## src/rtl/fetch_queue_if.sv

```systemverilog
// Fetch-to-memory and fetch-to-decode signal bundle for fetch_queue_unit.
// The master side is the fetch unit; the slave side is the memory/decode/EX environment.
interface fetch_queue_if #(
  parameter int XLEN  = 32,
  parameter int DEPTH = 4
);
  localparam int CNT_W = $clog2(DEPTH + 1);

  logic              redirect_valid;
  logic [XLEN-1:0]   redirect_pc;
  logic              imem_req;
  logic [XLEN-1:0]   imem_addr;
  logic [XLEN-1:0]   imem_rdata;
  logic              out_valid;
  logic              out_ready;
  logic [XLEN-1:0]   out_inst;
  logic [XLEN-1:0]   out_pc;
  logic [XLEN-1:0]   out_pc_plus4;
  logic [CNT_W-1:0]  q_count;

  modport master (
    input  redirect_valid, redirect_pc, imem_rdata, out_ready,
    output imem_req, imem_addr, out_valid, out_inst, out_pc, out_pc_plus4, q_count
  );

  modport slave (
    output redirect_valid, redirect_pc, imem_rdata, out_ready,
    input  imem_req, imem_addr, out_valid, out_inst, out_pc, out_pc_plus4, q_count
  );
endinterface

```

## src/rtl/fetch_queue_unit.sv

```systemverilog
// Instruction fetch stage: owns the PC, issues one request per cycle to a 1-cycle
// synchronous imem, and queues returned {pc, inst} pairs for decode.
module fetch_queue_unit #(
  parameter int              XLEN     = 32,
  parameter int              DEPTH    = 4,
  parameter logic [XLEN-1:0] RESET_PC = '0
) (
  input logic           clk,
  input logic           rst,
  fetch_queue_if.master bus
);
  localparam int PTR_W = $clog2(DEPTH);
  localparam int CNT_W = $clog2(DEPTH + 1);

  logic [XLEN-1:0]  fetch_pc;
  logic [XLEN-1:0]  redirect_tgt;
  logic             vld_p1;
  logic [XLEN-1:0]  req_pc_p1;
  logic [PTR_W-1:0] rd_ptr;
  logic [PTR_W-1:0] wr_ptr;
  logic [CNT_W-1:0] count;
  logic [XLEN-1:0]  q_pc   [DEPTH];
  logic [XLEN-1:0]  q_inst [DEPTH];

  logic             head_vld;
  logic             pop;
  logic             push;
  logic             issue;
  logic [CNT_W:0]   occupancy;

  assign redirect_tgt = bus.redirect_pc & ~XLEN'(3);

  // Credit counts queued entries plus the response still in flight, net of this
  // cycle's pop, so a response always finds a free slot.
  always_comb begin
    head_vld  = !rst && (count != '0);
    pop       = head_vld && bus.out_ready;
    push      = vld_p1 && !bus.redirect_valid && !rst;
    occupancy = {1'b0, count} + (CNT_W+1)'(vld_p1) - (CNT_W+1)'(pop);
    issue     = !rst && !bus.redirect_valid && (occupancy < (CNT_W+1)'(DEPTH));
  end

  assign bus.imem_req     = issue;
  assign bus.imem_addr    = fetch_pc;
  assign bus.out_valid    = head_vld;
  assign bus.out_inst     = head_vld ? q_inst[rd_ptr] : '0;
  assign bus.out_pc       = head_vld ? q_pc[rd_ptr] : '0;
  assign bus.out_pc_plus4 = head_vld ? q_pc[rd_ptr] + XLEN'(4) : '0;
  assign bus.q_count      = rst ? '0 : count;

  // p0: PC / request issue and queue bookkeeping
  always_ff @(posedge clk) begin
    if (rst) begin
      fetch_pc <= RESET_PC;
      vld_p1   <= 1'b0;
      rd_ptr   <= '0;
      wr_ptr   <= '0;
      count    <= '0;
    end else if (bus.redirect_valid) begin
      fetch_pc <= redirect_tgt;
      vld_p1   <= 1'b0;
      rd_ptr   <= '0;
      wr_ptr   <= '0;
      count    <= '0;
    end else begin
      vld_p1 <= issue;
      if (issue) fetch_pc <= fetch_pc + XLEN'(4);
      if (push)  wr_ptr   <= wr_ptr + PTR_W'(1);
      if (pop)   rd_ptr   <= rd_ptr + PTR_W'(1);
      count <= count + CNT_W'(push) - CNT_W'(pop);
    end
  end

  // p1: response capture into the queue tail
  always_ff @(posedge clk) begin
    if (issue) req_pc_p1 <= fetch_pc;
    if (push) begin
      q_pc[wr_ptr]   <= req_pc_p1;
      q_inst[wr_ptr] <= bus.imem_rdata;
    end
  end
endmodule

```

## src/flat_wrapper.sv

```systemverilog
// flat-port wrapper written by rule: the top's interface ports become plain ports
module fetch_queue_unit_flat 
#(
  parameter int              XLEN     = 32,
  parameter int              DEPTH    = 4,
  parameter logic [XLEN-1:0] RESET_PC = '0
)
  (clk, rst, bus_redirect_valid, bus_redirect_pc, bus_imem_rdata, bus_out_ready, bus_imem_req, bus_imem_addr, bus_out_valid, bus_out_inst, bus_out_pc, bus_out_pc_plus4, bus_q_count);
  fetch_queue_if #(.XLEN(XLEN), .DEPTH(DEPTH)) bus_i ();
  input logic clk;
  input logic rst;
  input wire logic [$bits(bus_i.redirect_valid)-1:0] bus_redirect_valid;
  input wire logic [$bits(bus_i.redirect_pc)-1:0] bus_redirect_pc;
  input wire logic [$bits(bus_i.imem_rdata)-1:0] bus_imem_rdata;
  input wire logic [$bits(bus_i.out_ready)-1:0] bus_out_ready;
  output wire logic [$bits(bus_i.imem_req)-1:0] bus_imem_req;
  output wire logic [$bits(bus_i.imem_addr)-1:0] bus_imem_addr;
  output wire logic [$bits(bus_i.out_valid)-1:0] bus_out_valid;
  output wire logic [$bits(bus_i.out_inst)-1:0] bus_out_inst;
  output wire logic [$bits(bus_i.out_pc)-1:0] bus_out_pc;
  output wire logic [$bits(bus_i.out_pc_plus4)-1:0] bus_out_pc_plus4;
  output wire logic [$bits(bus_i.q_count)-1:0] bus_q_count;
  assign bus_i.redirect_valid = bus_redirect_valid;
  assign bus_i.redirect_pc = bus_redirect_pc;
  assign bus_i.imem_rdata = bus_imem_rdata;
  assign bus_i.out_ready = bus_out_ready;
  assign bus_imem_req = bus_i.imem_req;
  assign bus_imem_addr = bus_i.imem_addr;
  assign bus_out_valid = bus_i.out_valid;
  assign bus_out_inst = bus_i.out_inst;
  assign bus_out_pc = bus_i.out_pc;
  assign bus_out_pc_plus4 = bus_i.out_pc_plus4;
  assign bus_q_count = bus_i.q_count;
  fetch_queue_unit #(.XLEN(XLEN), .DEPTH(DEPTH), .RESET_PC(RESET_PC)) u_core (.clk(clk), .rst(rst), .bus(bus_i));
endmodule
```

## config.mk

```make
export PLATFORM = sky130hd
export DESIGN_NAME = fetch_queue_unit_flat
export DESIGN_NICKNAME = d
export VERILOG_FILES = /design/src/rtl/fetch_queue_if.sv /design/src/rtl/fetch_queue_unit.sv /design/src/flat_wrapper.sv
export SDC_FILE = /design/constraint.sdc
export NUM_CORES = 1
export LEC_CHECK = 0
export BUFFER_PORTS_ARGS = -buffer_cell sky130_fd_sc_hd__buf_2
export CAP_MARGIN = 30
export CORE_ASPECT_RATIO = 0.9
export CORE_MARGIN = 1.5
export CORE_UTILIZATION = 30
export DETAILED_ROUTE_END_ITERATION = 16
export HOLD_SLACK_MARGIN = 0.05
export PLACE_DENSITY = 0.52
export SLEW_MARGIN = 20
export SYNTH_ARGS = -nofsm -noshare
export SYNTH_HDL_FRONTEND = slang
export SYNTH_SLANG_ARGS = --single-unit
```

## constraint.sdc

```tcl
create_clock -name clk -period 8.9 [get_ports clk]
set_input_delay 0.89 -clock clk [delete_from_list [all_inputs] [get_ports clk]]
set_output_delay 0.89 -clock clk [all_outputs]
set_load 0.02 [all_outputs]
```

[Word level (Yosys, flattened, before mapping)]
Memories as Yosys holds them, arrays and structs flattened. A register that Yosys moved wholly into a read port is not among the register bits.
Cells that the tools add are included.
Storage, ports and cells
  register bits: 72
  output and inout port bits: 133
  memories: 2
  memory bits (read-only): 0
  logic and storage cells: 41
  latch bits: 0
  input port bits: 68
  RAM bits: 256
Memory list
  u_core.q_inst: depth 4, bits a word 32, rd ports 1, clocked after Yosys merged registers in 1, write ports 1, RTL line fetch_queue_unit.sv:23  | logic [XLEN-1:0] q_inst [DEPTH];
  u_core.q_pc: depth 4, bits a word 32, rd ports 1, clocked after Yosys merged registers in 1, write ports 1, RTL line fetch_queue_unit.sv:22  | logic [XLEN-1:0] q_pc [DEPTH];
Operators by class
  equality and inequality tests: 0
  bitwise operators: 0
  $lt $le $gt $ge: 1
  add/subtract/negate cells: 8
  div/mod/pow operators: 0
  shift operators: 0
  reductions and logical operators: 11
  muxes and demuxes: 12
  multipliers: 0
Operators by type and width (count)
  $mux 32: 5
  $add 32x3->32 const B: 2
  $mux 2: 4
  $logic_and 1x1->1: 6
  $add 2x1->2 const B: 2
  $add 3x1->4: 1
  $lt 4x3->1 const B: 1
  $sub 4x1->4: 1
  $add 3x1->3: 1
  $mux 3: 1
  $reduce_bool 3->1: 1
  $sub 3x1->3: 1
  $logic_not 1->1: 2
  $mux 1: 2
  $reduce_bool 2->1: 1
  $reduce_or 2->1: 1

[Logic depth before layout (Yosys ltp)]
  depth after elaboration: 8
  depth in mapped cells: 11
  depth with buffers taken out: 9

[Worst setup path before layout]
OpenSTA, ideal clock, no wires.
  kind: input -> output
  from: input port rst
  to: output port bus_imem_req
  stages on the path: 10
  required time: 8.010 ns
  arrival: 3.885 ns
  path buffers: 2
  path slack: 4.125 ns
  cell sequence: nand2b_4 or3_1 ha_1 nor2_1 nand3_1 a31oi_1 a211oi_2 clkbuf_1 buf_2 nor2_1
On the way
  longest elaborated chain between the ends: 6
  elaborated cells on any way between the ends: 7
  classes of those cells: 1 x add/sub; 1 x order compare; 5 x reduce/logical
Ends and longest elaborated chain
  start, declared: RTL line flat_wrapper.sv:11  | input logic rst;
  $logic_not 1->1 *: RTL line fetch_queue_unit.sv:36, fetch_queue_unit.sv:40
  $logic_and 1x1->1: RTL line fetch_queue_unit.sv:36  | head_vld = !rst && (count != '0);
  $logic_and 1x1->1: RTL line fetch_queue_unit.sv:37  | pop = head_vld && bus.out_ready;
  $sub 4x1->4: RTL line fetch_queue_unit.sv:39  | occupancy = {1'b0, count} + (CNT_W+1)'(vld_p1) - (CNT_W+1)'(pop);
  $lt 4x3->1: RTL line fetch_queue_unit.sv:40  | issue = !rst && !bus.redirect_valid && (occupancy < (CNT_W+1)'(DEPTH));
  $logic_and 1x1->1 *: RTL line fetch_queue_unit.sv:40
  end, declared: RTL line flat_wrapper.sv:16  | output wire logic [$bits(bus_i.imem_req)-1:0] bus_imem_req;
Every way passes the cells marked *; elsewhere a longest branch is shown, timed or not.

==> flow_metrics.py <==
metrics = {
    "layout": {
        "mostFrequentLayoutCell": "edfxtp_1",
        "diodes": 0,
        "final_area_sq_um": 16200,
        "area_growth_pct": 21.3,
        "nets": 1112,
        "drive_gt1_share_pct": 31.4,
        "fin_util_pct": 36.8,
        "layout_common_cells": "edfxtp_1 (278), buf_2 (192), nor2_1 (74)",
        "fillers": 4187,
    },
    "setup_path": {
        "cp-start-kind": "register",
        "cp_slowest_cell": "buf_4",
        "worstSetupEndpointType": "output port",
        "required_ns": 8.01,
        "crit_family": "simple AND/OR/NAND/NOR gates",
        "max_stage_delay_ns": 0.73,
        "path_max_fanout": 36,
        "crit_chain": "buf_4 -> mux4_2 -> nand4_4 -> nor4_4 -> nand4_1 -> xor2_1 -> nor2_1 -> buf_2",
        "worstSetupPathType": "reg -> out",
        "worst-endpoint-arrival_ns": 3.99,
        "path_buf_inv": 2,
    },
    "global_routing": {
        "grt_usage_pct": 13.5,
        "grt_use_met2_pct": 20.5,
        "grt-busiest-layer": "met2",
        "met3_usage_pct": 3.56,
        "met1_usage_pct": 19.1,
        "grt_antenna_before_repair": 0,
        "grt_max_degree": 72,
        "grt_pass1_vias": 7757,
        "grt_overflow": 0,
        "grt_pass1_wl_mm": 46.8,
    },
    "power_and_ir_drop": {
        "power.internal_w": 0.00257,
        "p_leak_nw": 5.54,
        "swShare_pct": 21.1,
        "power_switching_w": 0.000686,
        "pwr-share-seq_pct": 51.5,
        "share_clk_of_total_power_pct": 44.8,
        "power.density_nw_per_um2": 200,
        "p_comb_share_pct": 3.6,
        "irDropWorstVdd_uv": 105,
    },
    "timing": {
        "final.setup.tns_ns": 0,
        "fin_skew_ns": 0.0156,
        "fin_crit_ns": 4.88,
        "rsz0062_at_grt": "false",
        "max-slew-margin-rel_pct": 49.1,
        "fin_crit_sh_pct": 54.8,
        "max_freq_mhz": 205,
        "hold_violations": 0,
        "worst_pin_slew_ns": 0.764,
        "final_max_slew_viol_count": 0,
        "finalSetupViolCount": 0,
    },
    "logic_synthesis": {
        "synth_cell_types": 56,
        "syn_area_sq_um": 13400,
        "synthFlopType": "edfxtp_1",
        "syn_avg_cell_area_sq_um": 16.1,
        "synth_edf_count": 278,
        "async_reset_ff_share_pct": 0,
        "ys_seq_area_share_pct": 68.3,
        "syn_inst": 834,
        "synth_warnings": 0,
        "ys_ff_latch": 318,
    },
    "placed_design": {
        "port_buffers": 192,
        "place_hpwl_mm": 20.9,
        "finalWeightedCongestion": 0.781,
        "placed_area_sq_um": 15100,
    },
    "die": {
        "die-area_sq_um": 45900,
        "die_h_um": 203,
        "rows": 73,
        "start_util_pct": 30.4,
        "ios": 201,
        "die_w_um": 226,
        "coreArea_sq_um": 44100,
    },
    "drt": {
        "wire_per_inst_um": 19.0,
        "post-route-drc-count": 0,
        "vias": 7862,
        "drtIter0Drc": 491,
        "dr.pass1.iters": 5,
        "antenna_left": 0,
        "wirelength_mm": 31.6,
        "viasPerCell": 4.73,
    },
    "clock_tree": {
        "cts-resized-gates": 0,
        "numCtsBuffers": 36,
        "h-tree-depth": 2,
        "cts_tree": "yes",
        "clkSlewWorstSetupHoldPaths_ns": 0.06,
        "cts_max_path_buffers": 3,
        "cts_root_buffer": "clkbuf_16",
        "cts_hold_buf": 0,
        "insertion_delay_ns": 0.52,
        "post_cts_buffers": 0,
        "clock-sinks": 318,
    },
    "status": {
        "outcome": "completed",
    },
    "hold_path": {
        "hold_path.class": "reg -> reg",
    },
    "run": {
        "drv_cap": 0,
    },
}
[registers in the layout, summed over array words and instances (netlist names), named ones only]
register,cells
u_core.bus.imem_addr,30
u_core.count,3
u_core.q_inst,128
u_core.q_pc,120
u_core.rd_ptr,2
u_core.req_pc_p1,30
u_core.vld_p1,1
u_core.wr_ptr,2
[final timing paths]
| check | slack, ns | cells after the start | end | start |
|---|---|---|---|---|
| worst max register to register | 6.03 | 10 | u_core.bus.imem_addr[22] | u_core.count[0] |
| worst min register to register | 0.49 | 0 | u_core.q_pc[3][11] | u_core.req_pc_p1[11] |
| worst min-delay path | 0.49 | 0 | u_core.q_pc[3][11] | u_core.req_pc_p1[11] |
| worst max-delay path | 4.02 | 8 | bus_out_pc_plus4[31] | register |
[layer usage]
metal / vias to the layer above / share of wire, %
met4: 0 / 1.6
met2: 262 / 44
met3: 40 / 7.0
met5: - / 0
met1: 3909 / 48
li1: 3651 / -
[cell usage after synthesis, drive strengths merged (9+ instances only)]
library cell	count	share of area [%]
edfxtp	278	62
nor2	75	2.1
nor2b	62	2.9
mux4	61	10
dfxtp	40	6.0
nand2	28	0.78
buf	24	1.3
nand3	24	0.97
clkbuf	23	0.64
a311oi	20	1.3
o21ai	18	0.67
nand4	17	1.0
xor2	17	1.1
inv	16	0.45
xnor2	15	0.98
and3	12	0.56
or3	12	0.56
and2	10	0.47
ha	9	0.84
o31ai	9	0.50
or4	9	0.50
[cell families after synthesis]
family,share of synthesized area [%]
fa+ha+maj,0.990
compound gates,3.79
flops,68.3
buf+inv,2.37
other cells,0.0280
mux,10.8
simple gates,11.6
xor+xnor,2.09
[power groups by stage]
stage	Combinational [W]	Sequential, W	Clock [W]
2_1_floorplan	0.0000597	0.00171	0
3_3_place_gp	0.000117	0.00171	0
3_5_place_dp	0.000119	0.00171	0
4_1_cts	0.000119	0.00168	0.00150
5_1_grt	0.000130	0.00168	0.00155
6_report	0.000118	0.00168	0.00146
[area by class of cell]
cell class	count	area, sq um	share of cell area, %
inverters	16	60.1	0.370
well taps	600	751	4.62
clock buffers	46	990	6.09
multi-input cells	458	3980	24.5
repair buffers	204	1110	6.86
flip-flops and latches	318	9160	56.4
clock inverters	20	191	1.18
[through the flow]
stage	std cells	hold slack, ns	setup slack [ns]	total power [W]
4_1_cts	1662	0.493	3.80	0.00330
3_3_place_gp	1591	0.476	4.35	0.00182
2_1_floorplan	839	0.459	4.12	0.00177
5_1_grt	1662	0.513	3.65	0.00337
3_5_place_dp	1596	0.481	4.36	0.00183
6_report	1662	0.491	4.02	0.00325
[worst register-to-register path, stage by stage (launching register included)]
cell and delay, ns:
dfxtp_1 0.43, nor3_1 0.10, or3_1 0.33, ha_1 0.21, nor2_1 0.14, nand3_1 0.09, a31oi_1 0.31, a211oi_4 0.07
buf_4 0.28, or4b_2 0.69, o2111a_1 0.14
No activity file was read; power rests on OpenSTA's default activity.
